File: config.mk
export PLATFORM = sky130hd
export DESIGN_NAME = usb_acia_fifo_flat
export DESIGN_NICKNAME = d
export VERILOG_FILES = /design/src/rtl/usb_acia_fifo_if.sv /design/src/rtl/usb_acia_fifo.sv /design/src/flat_wrapper.sv
export SDC_FILE = /design/constraint.sdc
export NUM_CORES = 1
export LEC_CHECK = 0
export ABC_AREA = 1
export BUFFER_PORTS_ARGS = -buffer_cell sky130_fd_sc_hd__buf_2
export CORE_MARGIN = 2
export CORE_UTILIZATION = 65
export CTS_CLUSTER_DIAMETER = 50
export DETAILED_ROUTE_END_ITERATION = 6
export PLACE_DENSITY_LB_ADDON = 0.05
export SLEW_MARGIN = 20
export SYNTH_ARGS = -nofsm -noshare
export SYNTH_HDL_FRONTEND = slang
export SYNTH_SLANG_ARGS = --single-unit
export TNS_END_PERCENT = 1
File: constraint.sdc
create_clock -name clk -period 3.8 [get_ports clk]
set_input_delay 0.57 -clock clk [delete_from_list [all_inputs] [get_ports clk]]
set_output_delay 0.57 -clock clk [all_outputs]
set_load 0.02 [all_outputs]
File: src/rtl/usb_acia_fifo_if.sv
// Purpose: bundle of the CPU-bus and USB byte-stream signals of the ACIA FIFO bridge.
// Ports:
//   cs/we/addr/din/dout      CPU register bus (dout registered by the bridge)
//   rx_data/rx_val/rx_rdy    byte stream from USB into the RX FIFO
//   tx_data/tx_val/tx_rdy    byte stream from the TX FIFO to USB
//   irq                      interrupt request to the CPU
// Modports: slave = bridge side, master = CPU/USB side.
interface usb_acia_fifo_if;
  logic       cs;
  logic       we;
  logic [1:0] addr;
  logic [7:0] din;
  logic [7:0] dout;
  logic [7:0] rx_data;
  logic       rx_val;
  logic       rx_rdy;
  logic [7:0] tx_data;
  logic       tx_val;
  logic       tx_rdy;
  logic       irq;

  modport slave (
    input  cs, we, addr, din, rx_data, rx_val, tx_rdy,
    output dout, rx_rdy, tx_data, tx_val, irq
  );

  modport master (
    output cs, we, addr, din, rx_data, rx_val, tx_rdy,
    input  dout, rx_rdy, tx_data, tx_val, irq
  );
endinterface

File: src/rtl/usb_acia_fifo.sv
// Purpose: FIFO-buffered ACIA-compatible bridge between an 8-bit CPU bus and USB CDC byte streams.
//   Legacy status at addr 0 and data at addr 1; RX/TX level and thresholds at addr 2/3.
// Ports:
//   clk    system clock, rising edge
//   rst_n  asynchronous active-low reset
//   bus    usb_acia_fifo_if.slave: CPU bus (cs/we/addr/din/dout), USB RX (rx_data/rx_val/rx_rdy),
//          USB TX (tx_data/tx_val/tx_rdy) and irq
// Parameters: RX_AW / TX_AW = log2 of the RX / TX FIFO depth.
module usb_acia_fifo #(
  parameter int RX_AW = 4,
  parameter int TX_AW = 4
) (
  input  logic             clk,
  input  logic             rst_n,
  usb_acia_fifo_if.slave   bus
);
  localparam int RX_DEPTH = 1 << RX_AW;
  localparam int TX_DEPTH = 1 << TX_AW;
  localparam logic [RX_AW:0] RX_FULL = (RX_AW+1)'(RX_DEPTH);
  localparam logic [TX_AW:0] TX_FULL = (TX_AW+1)'(TX_DEPTH);

  logic [7:0]       rx_mem [RX_DEPTH];
  logic [7:0]       tx_mem [TX_DEPTH];
  logic [RX_AW-1:0] rx_wp, rx_rp;
  logic [TX_AW-1:0] tx_wp, tx_rp;
  logic [RX_AW:0]   rx_cnt, rx_thr;
  logic [TX_AW:0]   tx_cnt, tx_thr;
  logic             rie;
  logic [1:0]       tsc, cds;
  logic             ovf;
  logic [7:0]       dout_q;

  // Threshold writes: RX threshold 0 acts as 1; both clamp to the FIFO depth.
  function automatic logic [RX_AW:0] sat_rx(input logic [7:0] v);
    if (v == 8'd0) return (RX_AW+1)'(1);
    if (int'(v) > RX_DEPTH) return RX_FULL;
    return (RX_AW+1)'(v);
  endfunction

  function automatic logic [TX_AW:0] sat_tx(input logic [7:0] v);
    if (int'(v) > TX_DEPTH) return TX_FULL;
    return (TX_AW+1)'(v);
  endfunction

  logic flush, rd, wr;
  logic rx_full, rx_empty, tx_full, tx_empty;
  logic rx_push, rx_pop, tx_wr, tx_push, tx_pop;
  logic rx_ge, tx_le, irq_c;
  logic [7:0] status;

  assign flush    = (cds == 2'b11);
  assign rd       = bus.cs & ~bus.we;
  assign wr       = bus.cs & bus.we;
  assign rx_full  = (rx_cnt == RX_FULL);
  assign rx_empty = (rx_cnt == '0);
  assign tx_full  = (tx_cnt == TX_FULL);
  assign tx_empty = (tx_cnt == '0);

  // Handshakes depend only on registered state, so USB sees no combinational path from the CPU bus.
  assign rx_push = bus.rx_val & ~rx_full & ~flush;
  assign rx_pop  = rd & (bus.addr == 2'd1) & ~rx_empty & ~flush;
  assign tx_wr   = wr & (bus.addr == 2'd1) & ~flush;
  assign tx_push = tx_wr & ~tx_full;
  assign tx_pop  = ~tx_empty & ~flush & bus.tx_rdy;

  assign rx_ge  = (rx_cnt >= rx_thr);
  assign tx_le  = (tx_cnt <= tx_thr);
  assign irq_c  = (rie & rx_ge) | ((tsc == 2'b01) & tx_le) | (rie & ovf);
  assign status = {irq_c, ovf, tx_full, rx_ge, 2'b00, ~tx_full, ~rx_empty};

  assign bus.rx_rdy  = ~rx_full & ~flush;
  assign bus.tx_val  = ~tx_empty & ~flush;
  assign bus.tx_data = bus.tx_val ? tx_mem[tx_rp] : 8'h00;
  assign bus.irq     = irq_c;
  assign bus.dout    = dout_q;

  // FIFO storage carries no reset; emptiness is tracked by the counts.
  always_ff @(posedge clk) begin
    if (rx_push) rx_mem[rx_wp] <= bus.rx_data;
    if (tx_push) tx_mem[tx_wp] <= bus.din;
  end

  always_ff @(posedge clk or negedge rst_n) begin
    if (!rst_n) begin
      rx_wp  <= '0;
      rx_rp  <= '0;
      rx_cnt <= '0;
      tx_wp  <= '0;
      tx_rp  <= '0;
      tx_cnt <= '0;
      rx_thr <= (RX_AW+1)'(1);
      tx_thr <= '0;
      rie    <= 1'b0;
      tsc    <= 2'b00;
      cds    <= 2'b00;
      ovf    <= 1'b0;
      dout_q <= 8'h00;
    end else begin
      if (flush) begin
        rx_wp  <= '0;
        rx_rp  <= '0;
        rx_cnt <= '0;
        tx_wp  <= '0;
        tx_rp  <= '0;
        tx_cnt <= '0;
        ovf    <= 1'b0;
      end else begin
        if (rx_push) rx_wp <= rx_wp + RX_AW'(1);
        if (rx_pop)  rx_rp <= rx_rp + RX_AW'(1);
        if (tx_push) tx_wp <= tx_wp + TX_AW'(1);
        if (tx_pop)  tx_rp <= tx_rp + TX_AW'(1);
        rx_cnt <= rx_cnt + (RX_AW+1)'(rx_push) - (RX_AW+1)'(rx_pop);
        tx_cnt <= tx_cnt + (TX_AW+1)'(tx_push) - (TX_AW+1)'(tx_pop);
        // Fullness is judged before this cycle's USB pop, so a write racing a drain still drops.
        if (tx_wr && tx_full) ovf <= 1'b1;
      end

      if (wr) begin
        unique case (bus.addr)
          2'd0: begin
            rie <= bus.din[7];
            tsc <= bus.din[6:5];
            cds <= bus.din[1:0];
          end
          2'd2:    rx_thr <= sat_rx(bus.din);
          2'd3:    tx_thr <= sat_tx(bus.din);
          default: ;
        endcase
      end

      if (rd) begin
        unique case (bus.addr)
          2'd0: dout_q <= status;
          2'd1: dout_q <= rx_pop ? rx_mem[rx_rp] : 8'h00;
          2'd2: dout_q <= 8'(rx_cnt);
          2'd3: dout_q <= 8'(tx_cnt);
        endcase
      end
    end
  end
endmodule

File: src/flat_wrapper.sv
// flat-port wrapper written by rule: the top's interface ports become plain ports
module usb_acia_fifo_flat 
#(
  parameter int RX_AW = 4,
  parameter int TX_AW = 4
)
  (clk, rst_n, bus_cs, bus_we, bus_addr, bus_din, bus_rx_data, bus_rx_val, bus_tx_rdy, bus_dout, bus_rx_rdy, bus_tx_data, bus_tx_val, bus_irq);
  usb_acia_fifo_if bus_i ();
  input  logic clk;
  input  logic rst_n;
  input wire logic [$bits(bus_i.cs)-1:0] bus_cs;
  input wire logic [$bits(bus_i.we)-1:0] bus_we;
  input wire logic [$bits(bus_i.addr)-1:0] bus_addr;
  input wire logic [$bits(bus_i.din)-1:0] bus_din;
  input wire logic [$bits(bus_i.rx_data)-1:0] bus_rx_data;
  input wire logic [$bits(bus_i.rx_val)-1:0] bus_rx_val;
  input wire logic [$bits(bus_i.tx_rdy)-1:0] bus_tx_rdy;
  output wire logic [$bits(bus_i.dout)-1:0] bus_dout;
  output wire logic [$bits(bus_i.rx_rdy)-1:0] bus_rx_rdy;
  output wire logic [$bits(bus_i.tx_data)-1:0] bus_tx_data;
  output wire logic [$bits(bus_i.tx_val)-1:0] bus_tx_val;
  output wire logic [$bits(bus_i.irq)-1:0] bus_irq;
  assign bus_i.cs = bus_cs;
  assign bus_i.we = bus_we;
  assign bus_i.addr = bus_addr;
  assign bus_i.din = bus_din;
  assign bus_i.rx_data = bus_rx_data;
  assign bus_i.rx_val = bus_rx_val;
  assign bus_i.tx_rdy = bus_tx_rdy;
  assign bus_dout = bus_i.dout;
  assign bus_rx_rdy = bus_i.rx_rdy;
  assign bus_tx_data = bus_i.tx_data;
  assign bus_tx_val = bus_i.tx_val;
  assign bus_irq = bus_i.irq;
  usb_acia_fifo #(.RX_AW(RX_AW), .TX_AW(TX_AW)) u_core (.clk(clk), .rst_n(rst_n), .bus(bus_i));
endmodule
Word-level counts from Yosys, hierarchy flattened
Memories as Yosys holds them, arrays and structs flattened.
Index checks and enable logic that the tools add are counted.

storage, ports and cells
  memories = 2
  RAM bits = 256
  word-level logic and storage cells = 104
  register bits = 50
  output and inout port bits = 19

memory list
  name           depth  width  read ports  clocked after Yosys merged registers in  write ports  RTL line             text
  u_core.rx_mem  16     8      1           0                                        1            usb_acia_fifo.sv:22  logic [7:0] rx_mem [RX_DEPTH];
  u_core.tx_mem  16     8      1           0                                        1            usb_acia_fifo.sv:23  logic [7:0] tx_mem [TX_DEPTH];

cells by class
  multiplexer cells = 34
  reduce and logical (&&, ||, !) cells = 13
  magnitude comparators = 3
  bitwise logic cells = 24
  add/subtract/negate cells = 8
  equality and inequality tests = 7

operators with widths
  kind                   count
  $mux W5                8
  $mux W4                8
  $pmux W8 S4            1
  $add A4 B1 Y4 const B  4
  $and A1 B1 Y1          16
  $mux W8                2
  $mux W1                15
  $add A5 B1 Y5          2
  $eq A5 B5 Y1 const B   2
  $logic_not A5 Y1       2
  $reduce_bool A2 Y1     5
  $sub A5 B1 Y5          2
  $gt A8 B5 Y1 const B   1
  $logic_not A8 Y1       1
  $eq A2 B2 Y1 const B   3
  $not A1 Y1             6
  $reduce_and A2 Y1      3
  $ge A5 B5 Y1           1
  $le A5 B5 Y1           1
  $eq A2 B1 Y1 const B   2
  $logic_not A2 Y1       1
  $or A1 B1 Y1           2
  $logic_and A1 B1 Y1    1

Longest topological paths before layout
Gate-level depths: netlist of run 1.

  depth in word-level cells = 9
  mapped depth = 17

Least setup slack after synthesis of run 1
No wires, ideal clock.

  kind = input port to flip-flop
  start point = input port bus_cs
  end point = register u_core.rx_cnt[4]
  path slack = 1,242 ps
  arrival = 2,427 ps
  stages on the path = 16
  path through = inv_1 > nor2_4 > nand3_1 > nor2_1 > buf_4 > ha_1 > inv_1 > ha_1 > inv_1 > fa_1 > inv_1 > a21oi_1 > nor2_1 > nor2_1 > xor2_1 > nor2_1

between the ends
  longest elaborated chain between the ends = 6

RTL lines
  element                      RTL line              text
  start: declaration           flat_wrapper.sv:11    input wire logic [$bits(bus_i.cs)-1:0] bus_cs;
  $and A1 B1 Y1                usb_acia_fifo.sv:52   assign rd = bus.cs & ~bus.we;
  $and A1 B1 Y1 (3 in series)  usb_acia_fifo.sv:61   assign rx_pop = rd & (bus.addr == 2'd1) & ~rx_empty & ~flush;
  $sub A5 B1 Y5                usb_acia_fifo.sv:112  rx_cnt <= rx_cnt + (RX_AW+1)'(rx_push) - (RX_AW+1)'(rx_pop);
  $mux W5                      usb_acia_fifo.sv:99   if (flush) begin
  end signal: assignment       usb_acia_fifo.sv:112
  end: declaration             usb_acia_fifo.sv:26   logic [RX_AW:0] rx_cnt, rx_thr;

No other way between the ends.
A chain may end at the register's enable or synchronous reset.

Final worst setup path of run 1
  start point = register u_core.tx_rp[1]
  end point = output port bus_tx_data[3]

between the ends
  longest elaborated chain between the ends = 2

RTL lines
  element                   RTL line              text
  start: declaration        usb_acia_fifo.sv:25   logic [TX_AW-1:0] tx_wp, tx_rp;
  start signal: assignment  usb_acia_fifo.sv:111  if (tx_pop) tx_rp <= tx_rp + TX_AW'(1);
  $mem_v2 Z16 W8            -
  $mux W8                   usb_acia_fifo.sv:73   assign bus.tx_data = bus.tx_val ? tx_mem[tx_rp] : 8'h00;
  end: declaration          flat_wrapper.sv:20    output wire logic [$bits(bus_i.tx_data)-1:0] bus_tx_data;

No other way between the ends.

==> flow_metrics.tcl, run 1 <==
set metrics [dict create \
    cts_num_sinks 306 \
    cts_setup_buffers 0 \
    setup-tns-final_ps 0 \
    synth_common_cells "edfxtp_1 (256), nand2_1 (255), nor2_1 (153)" \
    synthToLayoutAreaGrowth_pct 11.5 \
    arrival_ps 2760 \
    hold_buffers 0 \
    powerDensity_mw_per_mm2 729 \
    yosysSeqAreaShare 0.674 \
    max_freq_ghz 0.300 \
    grt_use_total 0.285 \
    holdWs_ps 136 \
    pwr-share-comb 0.297 \
    h-tree-depth 2 \
    cap_viol_max_count 0 \
    synth_nets 1258 \
    rrSetupSlack_ps 1040 \
    hold_violations 0 \
    post_cts_resized 0 \
    swShare 0.349 \
    vdd_ir_drop_max_uv 518 \
    insertion_delay_ps 520 \
    status "finished, final reports clean" \
    final_area_mm2 0.0148 \
    first_iter_violations 882 \
    min_period_ps 3330 \
    io_buffers 42 \
    antenna_found_initial 0 \
    fin_nets 1296 \
    drc 0 \
    r2r.worst_path.cells 17 \
    worst_path_most_repeated_cell "nand2_1" \
    start_util 0.660 \
    seq_area_mm2 0.00894 \
    antennaDiodeCount 0 \
    pre_cts_ws_ps 953 \
    leakagePower_nw 5.67 \
    vias 8958 \
    async_flop_share 0.163 \
    drtPass1Iterations 6 \
    clk_pin_slew_ps 60 \
    worstPathRequired_ps 3230 \
    clk_path_buf_depth 3 \
    ant_nets 0 \
    rr_endpoint "u_core.rx_cnt[4]" \
    pin_count 43 \
    rsz0062_at_grt "false" \
    gpl.final_weighted_congestion 0.869 \
    routedWlPerCell_um 19.8 \
    worst_path_largest_cell_delay_ps 710 \
    core_mm2 0.0201 \
    synth-warning-count 0 \
    netlist.area_leader.share 0.579 \
    drive_above_1_share 0.0965 \
    yosys-top-cells-area "edfxtp_1 (58%), dfrtp_1 (9.2%), nand2_1 (7.2%)" \
    synth-seq-cells 306 \
    worstSetupEndpointType "primary output" \
    cts_made_buffers 36 \
    start_kind "flip-flop" \
    finalSetupViolCount 0 \
    synthCells 1200 \
    yosys.area.top_type "edfxtp_1" \
    path_class "flip-flop to primary output" \
    critical_path.endpoint "bus_tx_data[3]" \
    row_count 52 \
    synth_ff_type "edfxtp_1" \
    fin_crit_sh 0.876 \
    regToRegStartpoint "u_core.rx_cnt[3]" \
    maxSlewHeadroom 0.372 \
    crit_slowest_cell "clkinv_1" \
    synth_edf_count 256 \
    via_per_inst 5.84 \
    fin_skew_ps 13.9 \
    worst_slack_ps 471 \
    wl_um 30400 \
    multi_input_area_mm2 0.00374 \
    grt_first_pass_wirelength_um 47600 \
    grt_pass1_vias 8780 \
    die_x_um 147 \
    p_clk_frac 0.320 \
    p_int_mw 7.02 \
    tightest_slew_ps 942 \
    placed_cell_area_mm2 0.0136 \
    crit_fanout 28 \
    cts_tree "yes" \
    fillers 1406 \
    grt_max_degree 67 \
    finalMaxSlewViolations 0 \
    synth.most_common_cell "edfxtp_1" \
    gr-total-overflow 0 \
    die_y_um 147 \
    hold_path_class "input pin to async pin" \
    synth.cell_area_mm2 0.0133 \
    crit_path_start "u_core.tx_rp[1]" \
    syn-mean-instance-area_um2 11.1 \
    ys_types 39 \
    root_buffer "clkbuf_16" \
    netSwitchingPower_mw 3.77 \
    p_seq_frac 0.383 \
    dpl.hpwl_um 18600 \
    die_area_mm2 0.0216 \
    crit_chain "clkinv_1, nor2_1, o21ai_1, o21ai_0, nand2_1, nand3_1, nand2_1, a21oi_1, buf_2" \
]
==> worst min-delay path by stage <==
stage                       start                  to  slack (ps)  cells after the start
2_1_floorplan               rst_n  u_core.bus.dout[0]         270                      0
3_3_place_gp   u_core.bus.dout[4]  u_core.bus.dout[4]         460                      2
3_5_place_dp   u_core.bus.dout[7]  u_core.bus.dout[7]         460                      2
4_1_cts                     rst_n       u_core.tsc[0]         160                      1
5_1_grt                     rst_n    u_core.tx_thr[3]         200                      1
6_report                    rst_n       u_core.tsc[0]         140                      1
==> flip-flops by register name, summed over array words and instances, names as in the netlist, 5 cells and up <==
register	flops
u_core.rx_mem	128
u_core.tx_mem	128
u_core.bus.dout	8
u_core.rx_cnt	5
u_core.rx_thr	5
u_core.tx_cnt	5
u_core.tx_thr	5
==> stage by stage <==
step	util	total power [mW]	std cells
after CTS	0.736	10.8	1534
after global routing	0.736	11.4	1534
final	0.736	10.8	1534
after global placement	0.676	7.24	1470
after floorplan	-	6.50	1200
after detailed placement	0.676	7.32	1470
==> critical path: cells and delay by family, from the launching register on <==
family                 cells  cell delay [ps]
AOI/OAI and AO/OA          3              380
buffers and inverters      2              910
DFF                        1              360
and+or+nand+nor            4              580
==> power by group through the flow <==
stage	logic [mW]	registers, mW	clock network (mW)
floorplan	2.35	4.15	0
global placement	3.05	4.19	0
detailed placement	3.13	4.19	0
CTS	3.18	4.13	3.47
global route	3.58	4.17	3.61
finish	3.20	4.13	3.46
==> layout by cell type (no fill, tap or decap), types with 10 or more instances in the layout <==
| cell type | n |
|---|---|
| edfxtp_1 | 256 |
| nand2_1 | 255 |
| nor2_1 | 153 |
| nand3_1 | 133 |
| o21ai_0 | 84 |
| inv_1 | 69 |
| dfrtp_1 | 47 |
| buf_2 | 42 |
| clkbuf_16 | 37 |
| ha_1 | 32 |
| o22ai_1 | 24 |
| o21ai_1 | 21 |
| a21oi_1 | 19 |
| buf_4 | 10 |
==> metal layers <==
layer	vias to the layer above	routed length, um	global-route usage
li1	4251	-	-
met2	342	15200	0.489
met3	62	1840	0.0422
met4	0	821	0.0923
met1	4303	12500	0.383
met5	-	0	0
==> cell type report <==
| type | instances | area share |
|---|---|---|
| Inverter | 76 | 0.0195 |
| Tap cell | 270 | 0.0228 |
| Clock inverter | 18 | 0.0151 |
| Timing Repair Buffer | 52 | 0.0193 |
| Sequential cell | 306 | 0.605 |
| Clock buffer | 46 | 0.0656 |
| Multi-Input combinational cell | 766 | 0.253 |
==> cell families (layout without fill, tap and decap cells) <==
family | Yosys count | count (layout) | synth area share
flip-flops | 306 | 306 | 0.674
multiplexers | 2 | 2 | 0.00170
adder cells (fa/ha/maj) | 34 | 34 | 0.0332
XOR/XNOR | 5 | 5 | 0.00330
AO/OA/AOI/OAI | 166 | 166 | 0.0690
buffers and inverters | 128 | 192 | 0.0443
AND/OR/NAND/NOR | 559 | 559 | 0.175
No activity file was read; power rests on OpenSTA's default activity.
==> run 2: changes to the inputs <==
==> constraint.sdc (replaced) <==
create_clock -name clk -period 3.8 [get_ports clk]
set_input_delay 0.38 -clock clk [delete_from_list [all_inputs] [get_ports clk]]
set_output_delay 0.38 -clock clk [all_outputs]
set_load 0.02 [all_outputs]
==> run 2 against run 1 <==
The run now ends with hold timing left. Clock skew barely moved. Sequential power barely moved. Sequential share of layout area rose by 0.75 points. Final cell count fell by 0.39%. Clock power fell by 13%. Core utilization fell by 0.90 points. Register-to-register slack barely moved. Clock-buffer cell count fell by 2. Critical path type unchanged.
==> flow_metrics.tcl, run 2 (synthesized netlist as in run 1, its figures left out) <==
set metrics [dict create \
    insertion_delay_ps 500 \
    fin_nets 1293 \
    antenna_found_initial 0 \
    fin_crit_sh 0.809 \
    crit_chain "clkinv_1, nor2_1, o21ai_1, o21ai_0, nand2_1, nand3_1, nand2_1, a21oi_1, buf_2" \
    fin_util 0.727 \
    drive_above_1_share 0.0930 \
    cp_top_family "buffers and inverters" \
    regToRegStartpoint "u_core.cds[0]" \
    root_buffer "clkbuf_16" \
    cts_setup_buffers 0 \
    die_x_um 147 \
    crit_path_start "u_core.tx_rp[1]" \
    cts_tree "yes" \
    cts_made_buffers 35 \
    power_mw 10.3 \
    grt_use_total 0.281 \
    pre_cts_ws_ps 1070 \
    clk_pin_slew_ps 60 \
    cts_num_sinks 306 \
    first_iter_violations 1118 \
    holdWs_ps -9.86 \
    io_buffers 42 \
    final_cell_mix "edfxtp_1 (256), nand2_1 (255), nor2_1 (153), nand3_1 (133), o21ai_0 (84)" \
    gpl.final_weighted_congestion 0.890 \
    fillers 1436 \
    rsz0062_at_grt "false" \
    min_period_ps 3070 \
    powerDensity_mw_per_mm2 705 \
    vdd_ir_drop_max_uv 496 \
    arrival_ps 2690 \
    rrSetupSlack_ps 1050 \
    multi_input_area_mm2 0.00374 \
    p_seq_frac 0.398 \
    finalMaxSlewViolations 0 \
    vias 8908 \
    grt_max_degree 67 \
    worst_path_most_repeated_cell "nand2_1" \
    grt_use_met3 0.0435 \
    clk_path_buf_depth 3 \
    max_freq_ghz 0.325 \
    crit_buf_inv 2 \
    drtPass1Iterations 5 \
    pwr-share-comb 0.309 \
    grt_pass1_vias 8568 \
    gr-usage-met1 0.399 \
    netSwitchingPower_mw 3.64 \
    worstPathRequired_ps 3420 \
    leakagePower_nw 5.59 \
    cp.depth 9 \
    core_mm2 0.0201 \
    antennaDiodeCount 0 \
    layout_commonest_cell "edfxtp_1" \
    start_util 0.660 \
    gr-total-overflow 0 \
    p_clk_frac 0.292 \
    seq_area_mm2 0.00894 \
    tightest_slew_ps 1060 \
    busiest_layer "met2" \
    wl_um 29400 \
    setup-tns-final_ps 0 \
    cap_viol_max_count 0 \
    failed_checks "hold timing" \
    instances_no_fill 1528 \
    status "complete, but fails checks" \
    hold_buffers 0 \
    maxSlewHeadroom 0.293 \
    swShare 0.354 \
    finalSetupViolCount 0 \
    fin_skew_ps 14.2 \
    drc 0 \
    routedWlPerCell_um 19.3 \
    post_cts_resized 0 \
    die_y_um 147 \
    pin_count 43 \
    hold_violations 5 \
    die_area_mm2 0.0216 \
    placed_cell_area_mm2 0.0136 \
    final_area_mm2 0.0146 \
    crit_slowest_cell "clkinv_1" \
    worst_path_largest_cell_delay_ps 690 \
    via_per_inst 5.83 \
    grt_first_pass_wirelength_um 46900 \
    hold_path_class "input pin to async pin" \
    placedCellCount 1468 \
    worstSetupEndpointType "primary output" \
    start_kind "flip-flop" \
    worst_slack_ps 727 \
    row_count 52 \
    p_int_mw 6.66 \
    synthToLayoutAreaGrowth_pct 10.1 \
    ant_nets 0 \
    use_met2 0.463 \
    path_class "flip-flop to primary output" \
    h-tree-depth 2 \
    dpl.hpwl_um 18500 \
    crit_fanout 28 \
    r2r.worst_path.cells 5 \
]
run 2: changes by cell type in the layout (fill, tap and decap cells not counted), moves of 2 or more:
cell       before  now
bufinv_16       4    0
clkinv_2        3    7
inv_6           5    2
buf_4          10    8
clkbuf_16      37   35
clkinv_4        0    2
run 2: cell type report:
class / instances / share of cell area
flip-flops and latches: 306 / 0.612
repair buffers: 50 / 0.0185
inverters: 76 / 0.0198
multi-input cells: 766 / 0.256
clock buffers: 44 / 0.0636
clock inverters: 16 / 0.00676
well taps: 270 / 0.0231
run 2: path summary, 6_finish.rpt:
check	to
worst max register to register	u_core.rx_mem[2][4]
worst max-delay path	bus_tx_data[3]
max in group asynchronous	u_core.tx_rp[0]
min in group clk	u_core.bus.dout[7]
worst min register to register	u_core.bus.dout[4]
worst min-delay path	u_core.tsc[0]
run 2: power groups by stage:
stage	Sequential (mW)	Clock (mW)	Combinational (mW)
global placement	4.16	0	3.10
finish	4.10	3.01	3.19
floorplan	4.15	0	2.35
CTS	4.10	3.04	3.18
detailed placement	4.17	0	3.15
global route	4.13	3.20	3.61
run 2: routing by layer:
layer	vias up	share of wire	wire [um]
met2	364	0.49	14400
met3	48	0.065	1900
met4	0	0.025	722
met1	4249	0.42	12400
met5	-	0	0
li1	4247	-	-
